<file path="config.mk">
export PLATFORM = sky130hd
export DESIGN_NAME = qspi_sclk_gen
export DESIGN_NICKNAME = d
export VERILOG_FILES = /design/src/rtl/qspi_sclk_gen.sv
export SDC_FILE = /design/constraint.sdc
export NUM_CORES = 1
export LEC_CHECK = 0
export BUFFER_PORTS_ARGS = -buffer_cell sky130_fd_sc_hd__buf_2
export CELL_PAD_IN_SITES_DETAIL_PLACEMENT = 0
export CELL_PAD_IN_SITES_GLOBAL_PLACEMENT = 1
export CORE_MARGIN = 2
export CORE_UTILIZATION = 45
export DETAILED_ROUTE_END_ITERATION = 8
export PLACE_DENSITY_LB_ADDON = 0.1
export SYNTH_ARGS = -nofsm -noshare
export SYNTH_HDL_FRONTEND = slang
export SYNTH_SLANG_ARGS = --single-unit
</file>
<file path="constraint.sdc">
create_clock -name clock -period 7 [get_ports clock]
set_clock_uncertainty 0.2 [all_clocks]
set_input_delay 0.35 -clock clock [delete_from_list [all_inputs] [get_ports clock]]
set_output_delay 0.35 -clock clock [all_outputs]
set_load 0.03 [all_outputs]
</file>
<file path="src/rtl/qspi_sclk_gen.sv">
// QSPI serial-clock generator: programmable half-period, CPOL, CS lead delay,
// optional edge limit and registered per-edge strobes.
//
// state | meaning
// IDLE  | CS high, config latched every cycle, sclk parked at cfg_cpol
// LEAD  | CS low, counting the lead delay before the first half-period
// RUN   | toggling sclk every prescaler_q+1 cycles
// HALT  | edge limit reached, sclk frozen, done held until CS rises
module qspi_sclk_gen #(
   parameter int CNT_WIDTH         = 8,
   parameter int EDGE_WIDTH        = 16,
   parameter int LEAD_CYCLES       = 2,
   parameter int DEFAULT_PRESCALER = 4
) (
   input  logic                  clock,
   input  logic                  reset,
   input  logic                  qspi_cs,
   input  logic [CNT_WIDTH-1:0]  cfg_prescaler,
   input  logic                  cfg_cpol,
   input  logic [EDGE_WIDTH-1:0] cfg_max_edges,
   output logic                  qspi_sclk,
   output logic                  sclk_rise,
   output logic                  sclk_fall,
   output logic [EDGE_WIDTH-1:0] edge_count,
   output logic                  active,
   output logic                  done
);

   typedef enum logic [1:0] {S_IDLE, S_LEAD, S_RUN, S_HALT} state_t;

   // LEAD_CYCLES is assumed to fit in CNT_WIDTH; unused when it is 0.
   localparam logic [CNT_WIDTH-1:0] LEAD_LAST = CNT_WIDTH'(LEAD_CYCLES - 1);

   state_t                state_q, state_d;
   logic [CNT_WIDTH-1:0]  cnt_q, cnt_d;
   logic [CNT_WIDTH-1:0]  prescaler_q, prescaler_d;
   logic                  cpol_q, cpol_d;
   logic [EDGE_WIDTH-1:0] max_q, max_d;
   logic                  sclk_q, sclk_d;
   logic                  rise_q, rise_d;
   logic                  fall_q, fall_d;
   logic [EDGE_WIDTH-1:0] ecount_q, ecount_d;
   logic                  done_q, done_d;

   always_comb begin
      state_d     = state_q;
      cnt_d       = cnt_q;
      prescaler_d = prescaler_q;
      cpol_d      = cpol_q;
      max_d       = max_q;
      sclk_d      = sclk_q;
      rise_d      = 1'b0;
      fall_d      = 1'b0;
      ecount_d    = ecount_q;
      done_d      = done_q;

      if (state_q == S_IDLE) begin
         prescaler_d = cfg_prescaler;
         cpol_d      = cfg_cpol;
         max_d       = cfg_max_edges;
         sclk_d      = cfg_cpol;
         cnt_d       = '0;
         done_d      = 1'b0;
         if (!qspi_cs) begin
            ecount_d = '0;
            state_d  = (LEAD_CYCLES == 0) ? S_RUN : S_LEAD;
         end
      end else if (qspi_cs) begin
         // CS release beats any toggle or limit event on the same edge
         state_d = S_IDLE;
         sclk_d  = cpol_q;
         done_d  = 1'b0;
         cnt_d   = '0;
      end else begin
         case (state_q)
            S_LEAD: begin
               if (cnt_q == LEAD_LAST) begin
                  cnt_d   = '0;
                  state_d = S_RUN;
               end else begin
                  cnt_d = cnt_q + CNT_WIDTH'(1);
               end
            end
            S_RUN: begin
               if (cnt_q == prescaler_q) begin
                  cnt_d    = '0;
                  sclk_d   = ~sclk_q;
                  rise_d   = ~sclk_q;
                  fall_d   = sclk_q;
                  ecount_d = ecount_q + EDGE_WIDTH'(1);
                  if ((max_q != '0) && (ecount_d == max_q)) begin
                     state_d = S_HALT;
                     done_d  = 1'b1;
                  end
               end else begin
                  cnt_d = cnt_q + CNT_WIDTH'(1);
               end
            end
            default: ;
         endcase
      end
   end

   always_ff @(posedge clock) begin
      if (reset) begin
         state_q     <= S_IDLE;
         cnt_q       <= '0;
         prescaler_q <= CNT_WIDTH'(DEFAULT_PRESCALER);
         cpol_q      <= 1'b0;
         max_q       <= '0;
         sclk_q      <= 1'b0;
         rise_q      <= 1'b0;
         fall_q      <= 1'b0;
         ecount_q    <= '0;
         done_q      <= 1'b0;
      end else begin
         state_q     <= state_d;
         cnt_q       <= cnt_d;
         prescaler_q <= prescaler_d;
         cpol_q      <= cpol_d;
         max_q       <= max_d;
         sclk_q      <= sclk_d;
         rise_q      <= rise_d;
         fall_q      <= fall_d;
         ecount_q    <= ecount_d;
         done_q      <= done_d;
      end
   end

   assign qspi_sclk  = sclk_q;
   assign sclk_rise  = rise_q;
   assign sclk_fall  = fall_q;
   assign edge_count = ecount_q;
   assign done       = done_q;
   assign active     = (state_q != S_IDLE);

endmodule
</file>
==> reports/summary.md, run 1 <==
The flow ran to the end, and the final reports show no timing, DRC or antenna violations. The post-placement cell area is 3260 um2. Share of synthesized area occupied by flip-flops and latches: 0.366. The routing usage on met1 is 0.279, and the multi-input gate area in the final layout is 1790 um2. In this run the deepest clock path goes through 2 buffers.

Static leakage: 1.42 nW. The level count of the clock H-tree was 2; the number of instances in the synthesized netlist was 349. Register-to-register setup slack: 3.73 ns. The tools report the initial standard-cell utilization of the core as 0.468. After clock tree synthesis, the clock-pin slew on the worst setup and hold paths is 0.11 ns. Yosys printed 0 warnings. Detailed placement finished with a half-perimeter wire length of 5290 um. Buffers inserted to repair hold after CTS numbered 0. Among all flip-flop cells after synthesis, the most frequent one is dfxtp_1. The worst setup path is captured at a flip-flop.

The clock tree root driver cell was clkbuf_8. The run gives 0.207 as the total routing usage reported by global routing. Input and output buffers added on the ports amount to 48.

The critical path goes through inv_1 -> ha_2 -> nor3_1 -> nand4_1 -> a31oi_1 -> o21ai_0 -> o41ai_1. For the fill cell instance count of the final layout, the log shows 639. The worst hold-check slack came out at 0.0382 ns. The average instance in the mapped netlist occupies 8.61 um2. The first global-routing pass estimated 12,300 um of wire. Once the clock tree was built, the setup fixing pass inserted 0 buffers. The number of global-route vias before repair was 2,527; the required time of the critical path was 7.02 ns. Entering global routing, the biggest net connects 39 pins. The logs give 0.342 for the global-route met2 utilization and 0.306 GHz for the achievable frequency.

The tools report the number of nets with antenna violations after routing as 0. By area the synthesized netlist is led by dfxtp_1, mux2i_1, xor2_1. For the arrival time of data at the critical path endpoint, the log shows 3.28 ns.

Synthesis instantiated 45 different standard cells from the library. On the worst path, the slowest cell contributes a delay of 0.78 ns. The biggest area contributor in the post-synthesis netlist is dfxtp_1. The worst register-to-register path ends at edge_count[15]$_SDFFE_PP0P_.

On the critical path, the stage with the largest delay is an instance of nor3_1. The instance count on the critical path came out at 7. Number of endpoints with negative hold slack in the final report: 0. The launch point of the worst path was state_q[0]$_SDFFE_PP0P_.

At the pin with the least slew margin, the transition time is 1.04 ns. The pre-antenna-repair detailed-routing pass consisted of 6 iterations. The tools report the number of antenna repair diodes as 0. Max-slew headroom at the worst pin: 0.306. The max-slew violation count came out at 0. The fraction of synthesis flops using an asynchronous set or reset pin is 0. STA classifies the critical path startpoint as a flip-flop. The congestion estimate from routability-driven global placement came to 0.879.

Dividing the detail-routed wire length by the instance count gives 15.8 um. For the wire length after detailed routing, the log shows 7280 um. The die outline width is 85.7 um, and the largest fanout on the critical path is 38.

The global-route track usage on met3 is 0.0337. Setup repair after global routing left no endpoint under its margin. The worst register-to-register path begins at state_q[0]$_SDFFE_PP0P_. In this run the vertical extent of the chip is 85.7 um.

The critical path class was flip-flop to flip-flop. Summing over every cut layer, the via total after detailed routing is 2,613. Row generation in the floorplan step produced 29 rows. In this run, synthesis inferred 0 flip-flops with an integrated enable.

The number of clock buffers added by TritonCTS is 5. The final period demand of the worst path is 3.27 ns. The worst voltage drop across the vdd grid came out at 0.146 mV.

The area overhead of the layout relative to synthesis was 11.9%. In this run the worst hold path is classified as input port to flip-flop. The portion of the clock cycle consumed by the worst path in the final layout was 0.467. The number of buffers and inverters on the critical path is 1. The final setup violation count was 0.

After global routing, the most crowded layer is met2. The area of all placed cells without fillers was 3360 um2; the power per cell area was 222 nW/um2. The clock sink count is 55, and the number of vias per cell is 5.68. The logs give 153 for the DRC marker count from the first detailed-route iteration and 7350 um2 for the full die area. The final net count came out at 417. In the routed design, unresolved DRC markers number 0. The layout cell share with drive strength beyond 1 was 0.167; the total congestion overflow was 0. The sequential cell area in the final layout was 1100 um2; the final setup TNS was 0 ns. Depth of the worst register-to-register path: 7. The tools report the reported max-cap violation count as 0. Once the clock tree was built, the resizer swapped 0 gates to a different size. TritonCTS built the clock tree.

The run gives 0.32 ns as the source-to-sink clock delay at the later pin of the worst-skew pair. Among cell families on the critical path, the largest total delay comes from simple AND/OR/NAND/NOR gates. Counting flops and latches in the post-synthesis netlist gives 55.

The standard cell core area came out at 6420 um2. The portion of synthesized cell area occupied by the leading cell type is 0.366. In this run the worst setup path terminates at edge_count[15]$_SDFFE_PP0P_. The I/O pin total was 49. Synthesized net count: 383.

The tools report the final cell utilization of the core as 0.523. The cell area that synthesis handed to floorplanning was 3010 um2. The number of antenna violations at the first check in global routing was 0.
-- placed cells by master, fill, tap and decap left out, types with 6 or more instances in the layout --
| master | count |
|---|---|
| and3_1 | 7 |
| a21oi_1 | 19 |
| mux2i_1 | 24 |
| o21ai_0 | 13 |
| o31ai_1 | 6 |
| dfxtp_1 | 55 |
| nor3_1 | 8 |
| nand2_1 | 23 |
| nor2_1 | 46 |
| xnor2_1 | 19 |
| nor4_1 | 9 |
| xor2_1 | 20 |
| nand4_1 | 6 |
| buf_2 | 48 |
| inv_1 | 7 |
| nand3_1 | 12 |
-- worst reg2reg max path, stage by stage, from the launching register on --
cell     delay, ns
dfxtp_1       0.35
inv_1         0.09
ha_2          0.52
nor3_1        0.79
nand4_1       0.70
a31oi_1       0.34
o21ai_0       0.10
o41ai_1       0.08
-- state kept, by name, summed over array words and instances (netlist names) --
register	flops
cnt_q	8
cpol_q	1
done	1
edge_count	16
max_q	16
prescaler_q	8
qspi_sclk	1
sclk_fall	1
sclk_rise	1
state_q	2
-- synthesized netlist by cell type, types with 2 or more instances --
master     number
a31oi_1         5
o21ai_0        13
nor4_1          9
or3_1           2
xnor2_1        19
o211ai_1        3
ha_1            6
buf_1           2
nand3b_1        2
nand2_1        23
and3_1          7
nor2b_1         4
mux2i_1        24
a211o_1         2
a311oi_1        3
a311o_1         5
o2bb2ai_1       2
and4_1          2
clkbuf_1       11
a21oi_1        19
dfxtp_1        55
nor2_1         46
buf_2           8
o31ai_1         6
nor3_1          8
nand3_1        12
xor2_1         20
inv_1           7
nand4_1         6
o41ai_1         2
nand3_2         2
-- per-layer routing --
| layer | routed length [um] | up-vias |
|---|---|---|
| li1 | - | 1316 |
| met2 | 3440 | 64 |
| met5 | 0 | - |
| met3 | 302 | 9 |
| met1 | 3420 | 1224 |
| met4 | 121 | 0 |
-- power by group --
part	internal, mW	switching, mW	leakage, nW
Clock	0.105	0.106	0.0502
Sequential	0.336	0.0231	0.450
Combinational	0.0786	0.0956	0.920
Total	0.520	0.225	1.42
-- through the flow --
step	total power [mW]	worst slack (ns)	cells
5_1_grt	0.791	3.37	460
6_report	0.745	3.73	460
4_1_cts	0.756	3.70	460
3_5_place_dp	0.544	3.71	453
2_1_floorplan	0.499	4.09	349
3_3_place_gp	0.542	3.93	453
-- area by class of cell --
type,instances,area share
well taps,77,0.0287
flip-flops and latches,55,0.328
clock inverters,2,0.0112
clock buffers,5,0.0205
inverters,7,0.00782
multi-input cells,266,0.533
repair buffers,48,0.0715
-- worst min path at each step --
stage          depth (start not counted)                start  slack [ns]                           to
6_report                               2     cfg_prescaler[2]        0.04  prescaler_q[2]$_SDFFE_PP1P_
5_1_grt                                2     cfg_prescaler[2]        0.04  prescaler_q[2]$_SDFFE_PP1P_
4_1_cts                                2     cfg_prescaler[2]        0.03  prescaler_q[2]$_SDFFE_PP1P_
3_5_place_dp                           2  cpol_q$_SDFFE_PP0P_        0.26          cpol_q$_SDFFE_PP0P_
3_3_place_gp                           2  cpol_q$_SDFFE_PP0P_        0.26          cpol_q$_SDFFE_PP0P_
2_1_floorplan                          2  cpol_q$_SDFFE_PP0P_        0.25          cpol_q$_SDFFE_PP0P_
-- kinds of logic after synthesis --
logic type               share of synthesized area
AND/OR/NAND/NOR                              0.223
AO/OA/AOI/OAI                                0.149
flip-flops                                   0.366
XOR/XNOR                                     0.119
buffers and inverters                       0.0383
multiplexers                                0.0799
adder cells (fa/ha/maj)                     0.0250
No activity file was read; power rests on OpenSTA's default activity.
==> run 2: changes to the inputs <==
- CORE_UTILIZATION: 45 -> 42
- clock period: 7 -> 3.2 ns (I/O delays scaled with it)
==> run 2 against run 1 <==
  * Fmax increased by 7.8%
  * Setup slack got worse by 3.6 ns
  * Clock power increased by 130%
  * Critical path depth up 1
  * Non-clock buffer count increased by 35
  * Global-route usage grew 0.74 points
  * Register-to-register slack worse by 3.6 ns
  * Utilization is 1.8 points higher
  * Combinational power increased by 140%
  * Worst hold slack better by 0.054 ns
  * Cell count rose by 12%
  * Power increased by 130%
  * Critical endpoint is now state_q[0]$_SDFFE_PP0P_
  * Largest cell class unchanged
==> reports/summary.md, run 2 (same netlist as run 1, synthesis figures left out) <==
The run finished with clean final reports. The share of power burned in the clock network came out at 0.286. The worst path in the final design needs a cycle of 3.03 ns, including I/O delays and setup. The number of antenna violations at the first check in global routing was 0; the level count of the clock H-tree was 2. The power per cell area was 455 nW/um2. TritonCTS built the clock tree.

The combinational power share is 0.248, and the total routing usage reported by global routing is 0.215. The required time of the critical path is 3.22 ns. Setup violations remaining at the end of the flow were counted as 0.

The run gives 49 as the I/O pin total. HPWL after detailed placement: 5690 um. The critical path goes through ha_1 -> nand3_2 -> nor3_1 -> xnor2_1 -> nor4_1 -> nand4_1 -> or4b_1 -> a311oi_1.

TritonCTS created 5 clock buffers. No sink is reached through more buffers than the 2 on the longest clock path. The achievable frequency came out at 0.330 GHz. The die outline width is 88.6 um, and the area overhead of the layout relative to synthesis is 23.9%. The static leakage was 1.59 nW; the standard cell core area was 6870 um2. The tools report the number of antenna repair diodes as 0. At the end of routability-driven placement, the weighted congestion stood at 0.907. Across all layers, the routed design uses 2,801 vias. Master of the slowest instance on the critical path: or4b_1. After detailed placement, the design holds a cell count of 482. The run gives 13,100 um as the global-route wire length before repair. The count of input and output buffers was 48; the DRC marker count from the first detailed-route iteration was 151.

For the worst-skew pair, the clock arrives at the later sink with an insertion delay of 0.32 ns. The tools report the clock sink count as 55. The clock-pin slew on the worst setup and hold paths was 0.10 ns.

STA classifies the critical path endpoint as a flip-flop. The finished layout holds 515 standard cells, fillers aside. The tools report the total congestion overflow as 0.

The final cell utilization of the core was 0.542. The tools report the clock tree root driver cell as clkbuf_8. For this run, the post-layout net count is 452. The floorplan step defined a die boundary enclosing 7850 um2. The initial standard-cell utilization of the core was 0.438. In this design, the largest share of critical-path delay is due to simple AND/OR/NAND/NOR gates. The max-slew headroom at the worst pin was 0.506; the pin count of the biggest net entering global routing was 39.

Setup repair after global routing left no endpoint under its margin. The internal portion of the total power is 1.18 mW. Once detail routing completed, the nets flagged for antenna violations numbered 0. Max-slew violation count: 0. Dividing the detail-routed wire length by the instance count gives 16.0 um. The placement row count is 30, and the reported max-cap violation count is 0.

For the worst voltage drop across the vdd grid, the log shows 0.298 mV. The arrival time of data at the critical path endpoint is 3.05 ns. Leaving out fill and tap cells, the most frequent cell in the layout is dfxtp_1. The portion of the clock cycle consumed by the worst path in the final layout works out to 0.947.

Worst min-delay path class: input port to flip-flop. The run gives 0 as the number of endpoints with negative hold slack in the final report. On the worst path, the slowest cell contributes a delay of 0.55 ns. Number of buffers and inverters on the critical path: 0. The switching share of power was 0.301. Adding up every negative setup slack in the final design gives 0 ns.

For this run, design rule violations remaining after detail routing come to 0. The power share of the sequential group was 0.466. The worst setup path is launched from a flip-flop. The filler cells instantiated in the layout total 654. Along the worst path, the maximum fanout reaches 8. The critical path is of the flip-flop to flip-flop type. The top cell types in the final layout, fill and taps aside, are dfxtp_1, buf_2, nor2_1, dlygate4sd3_1, mux2i_1.

The layout cell share with drive strength beyond 1 is 0.179. The number of global-route vias before repair is 2,636. The switching power summed over all nets is 510 uW, and the floorplan die height is 88.6 um. In this run, post-CTS repair resized a total of 0 instances. At the pin with the least slew margin, the transition time is 0.742 ns. The number of vias per cell was 5.44. The wire length after detailed routing came out at 8220 um. The first detailed-routing pass ran for 4 iterations.
[run 2: cell types whose count changed in the layout (fill, tap and decap cells not counted), sizes merged]
cell	before	now
clkinvlp	1	0
buf	48	58
clkbuf	5	6
dlygate4sd3	0	25
clkinv	0	1
[run 2: area by class of cell]
cell class                      instances  area [um2]  share of cell area
Clock buffer                            6        82.6              0.0222
Clock inverter                          2        35.0             0.00941
Inverter                                7        26.3             0.00706
Multi-Input combinational cell        266        1790               0.481
Sequential cell                        55        1100               0.296
Tap cell                               96         120              0.0323
Timing Repair Buffer                   83         566               0.152
[run 2: path summary, 6_finish.rpt]
check / startpoint / end / slack (ns) / depth (start not counted)
max: edge_count[0]$_SDFFE_PP0P_ / state_q[0]$_SDFFE_PP0P_ / 0.17 / 8
min: qspi_cs / edge_count[7]$_SDFFE_PP0P_ / 0.09 / 3
max reg2reg: edge_count[0]$_SDFFE_PP0P_ / state_q[0]$_SDFFE_PP0P_ / 0.17 / 8
min reg2reg: cpol_q$_SDFFE_PP0P_ / cpol_q$_SDFFE_PP0P_ / 0.27 / 2
[run 2: through the flow]
stage	worst slack, ns	total power, mW	hold slack, ns	area, um2
6_report	0.168	1.69	0.0919	3720
5_1_grt	0.0372	1.79	0.104	3720
4_1_cts	0.198	1.71	0.0836	3720
3_5_place_dp	0.225	1.20	0.170	3350
3_3_place_gp	0.359	1.20	0.163	3350
2_1_floorplan	0.294	1.09	0.0779	3010
[run 2: worst reg2reg max path, delay by kind of cell, from the launching register on]
family          cells  cell delay, ns
flops               1            0.52
xor+xnor            1            0.09
fa+ha+maj           1            0.32
compound gates      1            0.28
simple gates        5            1.53
[run 2: what timing repair did]
| action | in CTS | in global routing |
|---|---|---|
| setup buffers | 0 | 0 |
| hold buffers | 25 | 0 |
| endpoints found under the hold margin | 26 | 0 |
[run 2: metal layers]
layer  global-route usage  wire length, um
met1                0.281             3740
met2                0.362             4080
met3               0.0326              334
met4               0.0716               70
met5                    0                0
[run 2: power groups by stage]
stage	Combinational, mW	Sequential, mW	Clock [mW]
6_report	0.420	0.790	0.485
5_1_grt	0.461	0.797	0.529
4_1_cts	0.423	0.789	0.497
3_5_place_dp	0.398	0.805	0
3_3_place_gp	0.391	0.805	0
2_1_floorplan	0.300	0.791	0
